**src/rtl/isa_pkg.sv**
```systemverilog
// Shared types for the ISA bus cycle generator: FSM state encoding and
// the four bus cycle types selected by the read and I/O command bits.
package isa_pkg;

   typedef enum logic [2:0] {
      ST_IDLE   = 3'd0,
      ST_WDATA  = 3'd1,
      ST_SETUP  = 3'd2,
      ST_STROBE = 3'd3,
      ST_HOLD   = 3'd4
   } isa_state_e;

   typedef enum logic [1:0] {
      CYC_MEMW = 2'd0,
      CYC_MEMR = 2'd1,
      CYC_IOW  = 2'd2,
      CYC_IOR  = 2'd3
   } isa_cyc_e;

   function automatic isa_cyc_e cyc_type(input logic is_read, input logic is_io);
      return isa_cyc_e'({is_io, is_read});
   endfunction

   function automatic logic cyc_is_read(input isa_cyc_e cyc);
      return (cyc == CYC_MEMR) || (cyc == CYC_IOR);
   endfunction

endpackage

```
**src/rtl/isa_sync2.sv**
```systemverilog
// Two-flop synchronizer for the asynchronous bus ready line, with a
// synchronous clear so stale ready cannot leak into a new strobe window.
module isa_sync2 (
   input  logic clk,
   input  logic reset_l,
   input  logic srst,
   input  logic d,
   output logic q
);

   logic [1:0] sync_r;

   // synchronizer chain, cleared by reset or soft clear
   always_ff @(posedge clk or negedge reset_l) begin
      if (!reset_l) begin
         sync_r <= 2'b00;
      end else if (srst) begin
         sync_r <= 2'b00;
      end else begin
         sync_r <= {sync_r[0], d};
      end
   end

   assign q = sync_r[1];

endmodule

```
**src/rtl/isa_cycle_gen.sv**
```systemverilog
// ISA bus cycle generator: turns single or burst read/write commands into
// timed address setup, strobe and hold phases with ready stretch and timeout.
module isa_cycle_gen
   import isa_pkg::*;
#(
   parameter int ADDR_W       = 20,
   parameter int DATA_W       = 8,
   parameter int LEN_W        = 8,
   parameter int SETUP_CLKS   = 3,
   parameter int STROBE_CLKS  = 6,
   parameter int HOLD_CLKS    = 4,
   parameter int TIMEOUT_CLKS = 64
) (
   input  logic              clk,
   input  logic              reset_l,
   input  logic              cmd_valid,
   output logic              cmd_ready,
   input  logic [ADDR_W-1:0] cmd_addr,
   input  logic              cmd_read,
   input  logic              cmd_io,
   input  logic [LEN_W-1:0]  cmd_len,
   input  logic              cmd_incr,
   input  logic              wr_valid,
   output logic              wr_ready,
   input  logic [DATA_W-1:0] wr_data,
   output logic              rsp_valid,
   output logic [DATA_W-1:0] rsp_data,
   output logic              rsp_last,
   output logic              rsp_timeout,
   output logic [ADDR_W-1:0] bus_a,
   output logic [DATA_W-1:0] bus_d_out,
   output logic              bus_d_oe,
   input  logic [DATA_W-1:0] bus_d_in,
   output logic              bus_ior_l,
   output logic              bus_iow_l,
   output logic              bus_memr_l,
   output logic              bus_memw_l,
   output logic              bus_aen,
   input  logic              bus_rdy
);

   localparam int CNT_W = 16;

   isa_state_e        state_r, state_s;
   isa_cyc_e          cyc_r, cyc_s;
   logic [CNT_W-1:0]  cnt_r, cnt_s;
   logic [ADDR_W-1:0] addr_r, addr_s;
   logic [LEN_W-1:0]  left_r, left_s;
   logic [DATA_W-1:0] wdat_r, wdat_s;
   logic              incr_r, incr_s;
   logic              tmo_r, tmo_s;
   logic              rsp_pulse_s, rsp_last_s, rsp_tmo_s;
   logic              rdy_sync_s, sync_clr_s, bus_act_s, strobe_on_s;

   logic              cmd_ready_r, wr_ready_r, bus_d_oe_r, bus_aen_r;
   logic              rsp_valid_r, rsp_last_r, rsp_timeout_r;
   logic [DATA_W-1:0] rsp_data_r, bus_d_out_r;
   logic [ADDR_W-1:0] bus_a_r;
   logic              ior_l_r, iow_l_r, memr_l_r, memw_l_r;

   // Ready is only allowed through once the minimum strobe time has been
   // served, so synchronizer latency stretches the strobe instead of eating it.
   assign sync_clr_s = (state_r != ST_STROBE) || (cnt_r < CNT_W'(STROBE_CLKS - 1));

   isa_sync2 u_rdy_sync (
      .clk     (clk),
      .reset_l (reset_l),
      .srst    (sync_clr_s),
      .d       (bus_rdy),
      .q       (rdy_sync_s)
   );

   // next-state, phase counter and command context
   always_comb begin
      state_s     = state_r;
      cyc_s       = cyc_r;
      cnt_s       = cnt_r;
      addr_s      = addr_r;
      left_s      = left_r;
      wdat_s      = wdat_r;
      incr_s      = incr_r;
      tmo_s       = tmo_r;
      rsp_pulse_s = 1'b0;
      case (state_r)
         ST_IDLE: begin
            if (cmd_valid && cmd_ready_r) begin
               addr_s  = cmd_addr;
               cyc_s   = cyc_type(cmd_read, cmd_io);
               left_s  = cmd_len;
               incr_s  = cmd_incr;
               tmo_s   = 1'b0;
               cnt_s   = {CNT_W{1'b0}};
               state_s = cmd_read ? ST_SETUP : ST_WDATA;
            end else begin
               state_s = ST_IDLE;
            end
         end
         ST_WDATA: begin
            if (wr_valid && wr_ready_r) begin
               wdat_s  = wr_data;
               cnt_s   = {CNT_W{1'b0}};
               state_s = ST_SETUP;
            end else begin
               state_s = ST_WDATA;
            end
         end
         ST_SETUP: begin
            if (cnt_r == CNT_W'(SETUP_CLKS - 1)) begin
               cnt_s   = {CNT_W{1'b0}};
               state_s = ST_STROBE;
            end else begin
               cnt_s = cnt_r + 16'd1;
            end
         end
         ST_STROBE: begin
            if (rdy_sync_s && (cnt_r >= CNT_W'(STROBE_CLKS - 1))) begin
               cnt_s       = {CNT_W{1'b0}};
               rsp_pulse_s = 1'b1;
               state_s     = ST_HOLD;
            end else if (cnt_r == CNT_W'(TIMEOUT_CLKS - 1)) begin
               cnt_s       = {CNT_W{1'b0}};
               tmo_s       = 1'b1;
               rsp_pulse_s = 1'b1;
               state_s     = ST_HOLD;
            end else begin
               cnt_s = cnt_r + 16'd1;
            end
         end
         ST_HOLD: begin
            if (cnt_r == CNT_W'(HOLD_CLKS - 1)) begin
               cnt_s = {CNT_W{1'b0}};
               if ((left_r != {LEN_W{1'b0}}) && !tmo_r) begin
                  left_s  = left_r - {{(LEN_W-1){1'b0}}, 1'b1};
                  addr_s  = incr_r ? (addr_r + {{(ADDR_W-1){1'b0}}, 1'b1}) : addr_r;
                  state_s = cyc_is_read(cyc_r) ? ST_SETUP : ST_WDATA;
               end else begin
                  state_s = ST_IDLE;
               end
            end else begin
               cnt_s = cnt_r + 16'd1;
            end
         end
         default: begin
            state_s = ST_IDLE;
            cnt_s   = {CNT_W{1'b0}};
         end
      endcase
   end

   assign rsp_last_s  = rsp_pulse_s && ((left_r == {LEN_W{1'b0}}) || tmo_s);
   assign rsp_tmo_s   = rsp_pulse_s && tmo_s;
   assign bus_act_s   = (state_s == ST_SETUP) || (state_s == ST_STROBE) || (state_s == ST_HOLD);
   assign strobe_on_s = (state_s == ST_STROBE);

   // state, context and registered bus/handshake outputs
   always_ff @(posedge clk or negedge reset_l) begin
      if (!reset_l) begin
         state_r       <= ST_IDLE;
         cyc_r         <= CYC_MEMW;
         cnt_r         <= {CNT_W{1'b0}};
         addr_r        <= {ADDR_W{1'b0}};
         left_r        <= {LEN_W{1'b0}};
         wdat_r        <= {DATA_W{1'b0}};
         incr_r        <= 1'b0;
         tmo_r         <= 1'b0;
         cmd_ready_r   <= 1'b0;
         wr_ready_r    <= 1'b0;
         rsp_valid_r   <= 1'b0;
         rsp_last_r    <= 1'b0;
         rsp_timeout_r <= 1'b0;
         rsp_data_r    <= {DATA_W{1'b0}};
         bus_a_r       <= {ADDR_W{1'b0}};
         bus_d_out_r   <= {DATA_W{1'b0}};
         bus_d_oe_r    <= 1'b0;
         bus_aen_r     <= 1'b1;
         ior_l_r       <= 1'b1;
         iow_l_r       <= 1'b1;
         memr_l_r      <= 1'b1;
         memw_l_r      <= 1'b1;
      end else begin
         state_r       <= state_s;
         cyc_r         <= cyc_s;
         cnt_r         <= cnt_s;
         addr_r        <= addr_s;
         left_r        <= left_s;
         wdat_r        <= wdat_s;
         incr_r        <= incr_s;
         tmo_r         <= tmo_s;
         cmd_ready_r   <= (state_s == ST_IDLE);
         wr_ready_r    <= (state_s == ST_WDATA);
         rsp_valid_r   <= rsp_pulse_s;
         rsp_last_r    <= rsp_last_s;
         rsp_timeout_r <= rsp_tmo_s;
         rsp_data_r    <= (rsp_pulse_s && cyc_is_read(cyc_r)) ? bus_d_in : {DATA_W{1'b0}};
         bus_a_r       <= (state_s == ST_SETUP) ? addr_s : bus_a_r;
         bus_d_out_r   <= wdat_s;
         bus_d_oe_r    <= bus_act_s && !cyc_is_read(cyc_s);
         bus_aen_r     <= !bus_act_s;
         ior_l_r       <= !(strobe_on_s && (cyc_s == CYC_IOR));
         iow_l_r       <= !(strobe_on_s && (cyc_s == CYC_IOW));
         memr_l_r      <= !(strobe_on_s && (cyc_s == CYC_MEMR));
         memw_l_r      <= !(strobe_on_s && (cyc_s == CYC_MEMW));
      end
   end

   assign cmd_ready   = cmd_ready_r;
   assign wr_ready    = wr_ready_r;
   assign rsp_valid   = rsp_valid_r;
   assign rsp_data    = rsp_data_r;
   assign rsp_last    = rsp_last_r;
   assign rsp_timeout = rsp_timeout_r;
   assign bus_a       = bus_a_r;
   assign bus_d_out   = bus_d_out_r;
   assign bus_d_oe    = bus_d_oe_r;
   assign bus_aen     = bus_aen_r;
   assign bus_ior_l   = ior_l_r;
   assign bus_iow_l   = iow_l_r;
   assign bus_memr_l  = memr_l_r;
   assign bus_memw_l  = memw_l_r;

endmodule

```
**config.mk**
```make
export PLATFORM = sky130hd
export DESIGN_NAME = isa_cycle_gen
export DESIGN_NICKNAME = d
export VERILOG_FILES = /design/src/rtl/isa_pkg.sv /design/src/rtl/isa_sync2.sv /design/src/rtl/isa_cycle_gen.sv
export SDC_FILE = /design/constraint.sdc
export NUM_CORES = 1
export LEC_CHECK = 0
export ABC_AREA = 1
export BUFFER_PORTS_ARGS = -buffer_cell sky130_fd_sc_hd__buf_4
export CAP_MARGIN = 20
export CORE_MARGIN = 5
export CORE_UTILIZATION = 55
export CTS_CLUSTER_DIAMETER = 60
export DETAILED_ROUTE_END_ITERATION = 8
export GPL_ROUTABILITY_DRIVEN = 0
export PLACE_DENSITY = 0.79
export SKIP_LAST_GASP = 1
export SYNTH_ARGS = -nofsm -noshare
export SYNTH_HDL_FRONTEND = slang
export SYNTH_SLANG_ARGS = --single-unit
```
**constraint.sdc**
```tcl
create_clock -name clk -period 3.52 [get_ports clk]
set_input_delay 0 -clock clk [delete_from_list [all_inputs] [get_ports clk]]
set_output_delay 0 -clock clk [all_outputs]
set_load 0.05 [all_outputs]
```
==> summary by stage <==
Clock tree
Counting along the longest clock path gives a buffer depth of 2. In this run, post-CTS repair resized a total of 0 instances. TritonCTS built the clock tree.

The root buffer cell is clkbuf_8. The clock transition at the registers of the reported paths is 0.09 ns. The number of levels the H-tree was split into is 3. The clock latency on the worst-skew pair is 0.37 ns. The total number of clock tree sinks is 100. The TritonCTS buffer count is 9. After clock tree synthesis, the setup repair step added 0 buffers.

Run
Max-cap violations in this run came to 0.

Worst setup path
The data required time of the critical path is 3.83 ns. The kind of critical path is reg2reg. The number of cells on the worst reg-to-reg path is 12. The maximum fanout encountered on the critical timing path is 20. STA classifies the critical path startpoint as a register. STA puts the critical path data arrival time at around 2.8 ns.

STA classifies the critical path endpoint as a register.

Timing
Derived from the worst setup path, the maximum achievable clock frequency is 402 MHz. The total negative slack is 0 ns. The count of final hold-check violations is 0. The period utilization is between 70 and 80%. Setup repair after global routing left no endpoint under its margin. Between clock sinks in the finished design, the worst skew comes to approximately 0.0075 ns. The number of pins exceeding their max-slew limit in the final report is 0. The routed design could run at a clock period as short as ~2.5 ns.

The final-report setup violation count is 0. Measured against its own limit, the worst slew margin works out to 40.8%. The transition time at the pin with the least slew margin is 0.888 ns.

Die
Pin placement for this block handled 99 I/O pins. Once the floorplan was initialized, standard cells occupied between 50% and 60% of the core. The die is ~110 um wide. The standard cell core area is 9330 um^2. The die outline area is approximately 12000 um^2. The y dimension of the die is 108 um. The count of standard-cell rows is 35.

Logic synthesis
In the post-synthesis netlist, the cell with the most instances is nand2_1. The primary flip-flop cell chosen by synthesis mapping is dfrtp_1. The fraction of the yosys area taken by sequential cells is a little under half. In this run, synthesis inferred 0 flip-flops with an integrated enable. The Yosys step of the flow raised 0 warnings. In the post-synthesis netlist, the biggest area contributors are dfrtp_1 (45%), nand2_1 (17%), nor2_1 (5.4%), inv_1 (4.5%), nand3_1 (4.2%).

The post-synthesis async set-or-reset flop share is between 90% and 100%. The cell count after synthesis came out at 692. The number of nets handed over by synthesis was 750. The number of storage elements in the synthesis netlist is 100. The synthesized design spends more area on one cell type than any other, namely dfrtp_1.

The synthesized netlist occupies a cell area of 5310 um^2. In this run the biggest area consumer among cell types represents around 45% of the synthesized area. By count the netlist is led by nand2_1 (244), dfrtp_1 (95), nor2_1 (76), inv_1 (63), nand3_1 (45). Yosys mapped the design onto 39 distinct sky130hd cell types.

A synthesized cell averages 7.67 um^2.

Power
In this run the power spent charging and discharging nets is 2.35 mW. Per report_power, the sequential group accounts for 35.9% of the total. VDD sags by at most 591 uV. The part of the total power dissipated in the clock network is 15.6%. Summed over all cells, the static leakage comes to 3.48 nW. For this design the ratio of total power to cell area is about 700 nW/um^2. The switching portion of total power is about 48%.

Of the total power, combinational logic draws 48.5%. The internal power of the cells totals 2.54 mW.

Drt
After the first detailed-routing iteration, the DRC count stood at 349. The final antenna-violating net count is 0. For this run, the detailed router's first-pass iteration total came to 6. Dividing the detail-routed wire length by the instance count gives 14.5 um.

The final routed DRC violation total is 0. The total wirelength of the detailed-routed design is 14100 um. For this block, the via count after detailed routing is 5059. After detailed routing, the number of vias per cell comes to 5.22.

Finish
The area used by sequential logic in the layout is 2510 um^2. In the final layout, the multi-input gates occupy about 2400 um^2. The fill cell instance count of the final layout is 734. The ratio of cells with drive above 1 in the final layout is 17.7%.

The final-stage net count is 893. The area growth from synthesis to layout is 28.4%. With fillers left out, the area of the finished cells amounts to slightly below 7000 um^2. Excluding fillers, the count of instances in the completed layout stands at 970.

Worst hold path
The worst hold path passes through 6 cells. The class of the most critical hold timing path is in2reg.

Placement
After legalization and detailed placement, the total HPWL measured 9660 um. The placed instance count is 905. The placed instances occupy a cell area of between 6000 and 7000 um^2. During placement, the flow inserted port buffers numbering 98.

Global routing
The sum of overflow across all layers after global routing is 0. For this run, the total global-route usage over all layers was measured as around 25%. The pin count of the biggest net entering global routing is 72.

The wire length of the first global-routing pass is 23800 um. The via count of the first global-routing pass was 5052. The number of antenna violations at the first check in global routing is 0.

Status
The run finished with clean final reports.
[power by group through the flow]
stage | registers, mW | clock network [mW] | logic [mW]
2_1_floorplan | 2.29 | 0 | 1.14
3_3_place_gp | 1.75 | 0 | 2.25
3_5_place_dp | 1.76 | 0 | 2.31
4_1_cts | 1.74 | 0.784 | 2.36
5_1_grt | 1.79 | 0.823 | 2.60
6_report | 1.76 | 0.760 | 2.37
[worst paths after layout]
| kind | from | endpoint | slack (ns) |
|---|---|---|---|
| setup / recovery | left_r[0] | bus_a[9] | 1.04 |
| hold / removal | cmd_read | wr_ready | 0.16 |
| setup reg to reg | left_r[0] | bus_a[9] | 1.04 |
| hold reg to reg | bus_d_out[0] | bus_d_out[0] | 0.48 |
| max in group asynchronous | reset_l | bus_aen | 2.24 |
| min in group asynchronous | reset_l | left_r[0] | 0.28 |
[registers in the layout (all words and copies together), names as in the netlist, 2 cells and up]
signal	cells
left_r	8
bus_d_out	8
rsp_data	8
bus_a	20
state_r	3
cyc_r	2
u_rdy_sync.sync_r	2
cnt_r	16
addr_r	20
[cell families after synthesis]
family	share of synthesized area (%)
compound gates	7.05
xor+xnor	2.97
fa+ha+maj	1.41
buf+inv	6.91
flops	47.3
simple gates	34.4
[cell usage in the layout, fill, tap and decap left out, drive strengths merged]
cell type and n:
nand2 249, buf 103, dfrtp 95, nor2 83
inv 69, nand3 50, dlygate4sd3 48, o21ai 24
nand4 21, a22oi 19, nor3 14, xor2 12
clkbuf 11, a21oi 6, xnor2 6, ha 6
dfstp 5, nand3b 4, o22ai 2, clkinv 2
diode 1, a31oi 1, o211ai 1, o21bai 1
and2 1, or2 1, a21o 1, nor4 1
o2111ai 1, a31o 1, bufinv 1, clkinvlp 1
[timing repair]
item,4_1_cts,5_1_grt
setup endpoints to repair,0,0
hold endpoints to repair,133,0
hold buffers,48,0
[area by class of cell]
type / count / area share (%)
flip-flops and latches: 100 / 36.8
multi-input cells: 505 / 35.7
repair buffers: 151 / 18.4
inverters: 68 / 3.75
well taps: 129 / 2.37
clock buffers: 11 / 2.07
clock inverters: 5 / 0.881
diodes: 1 / 0.0367
[per-layer routing]
| metal | vias up | track usage (%) | share of wire, % |
|---|---|---|---|
| met4 | 0 | 9.11 | 2.4 |
| met1 | 2386 | 33.6 | 45 |
| met3 | 25 | 3.94 | 4.9 |
| met2 | 152 | 42.4 | 48 |
| met5 | - | 0 | 0 |
| li1 | 2496 | - | - |
[stage by stage]
stage          utilization (%)  power (mW)  setup slack (ns)  hold WS [ns]
2_1_floorplan                -        3.43              1.68        -0.296
3_3_place_gp              65.7        4.00              1.18         0.170
3_5_place_dp              65.7        4.07              1.09         0.183
4_1_cts                   73.0        4.89              1.04         0.131
5_1_grt                   73.0        5.21             0.753         0.174
6_report                  73.1        4.89              1.04         0.156
[worst max-delay path, stage by stage, from the launching register on]
cell and delay (ns):
dfrtp_1 0.41, inv_1 0.12, ha_1 0.29, nand2_1 0.14
o21bai_4 0.23, inv_2 0.17, nand2_1 0.11, nor2_1 0.04
nor2_1 0.19, nand3_2 0.20, inv_2 0.32, nand2_1 0.09
nand2_1 0.09
No activity file was read; power rests on OpenSTA's default activity.
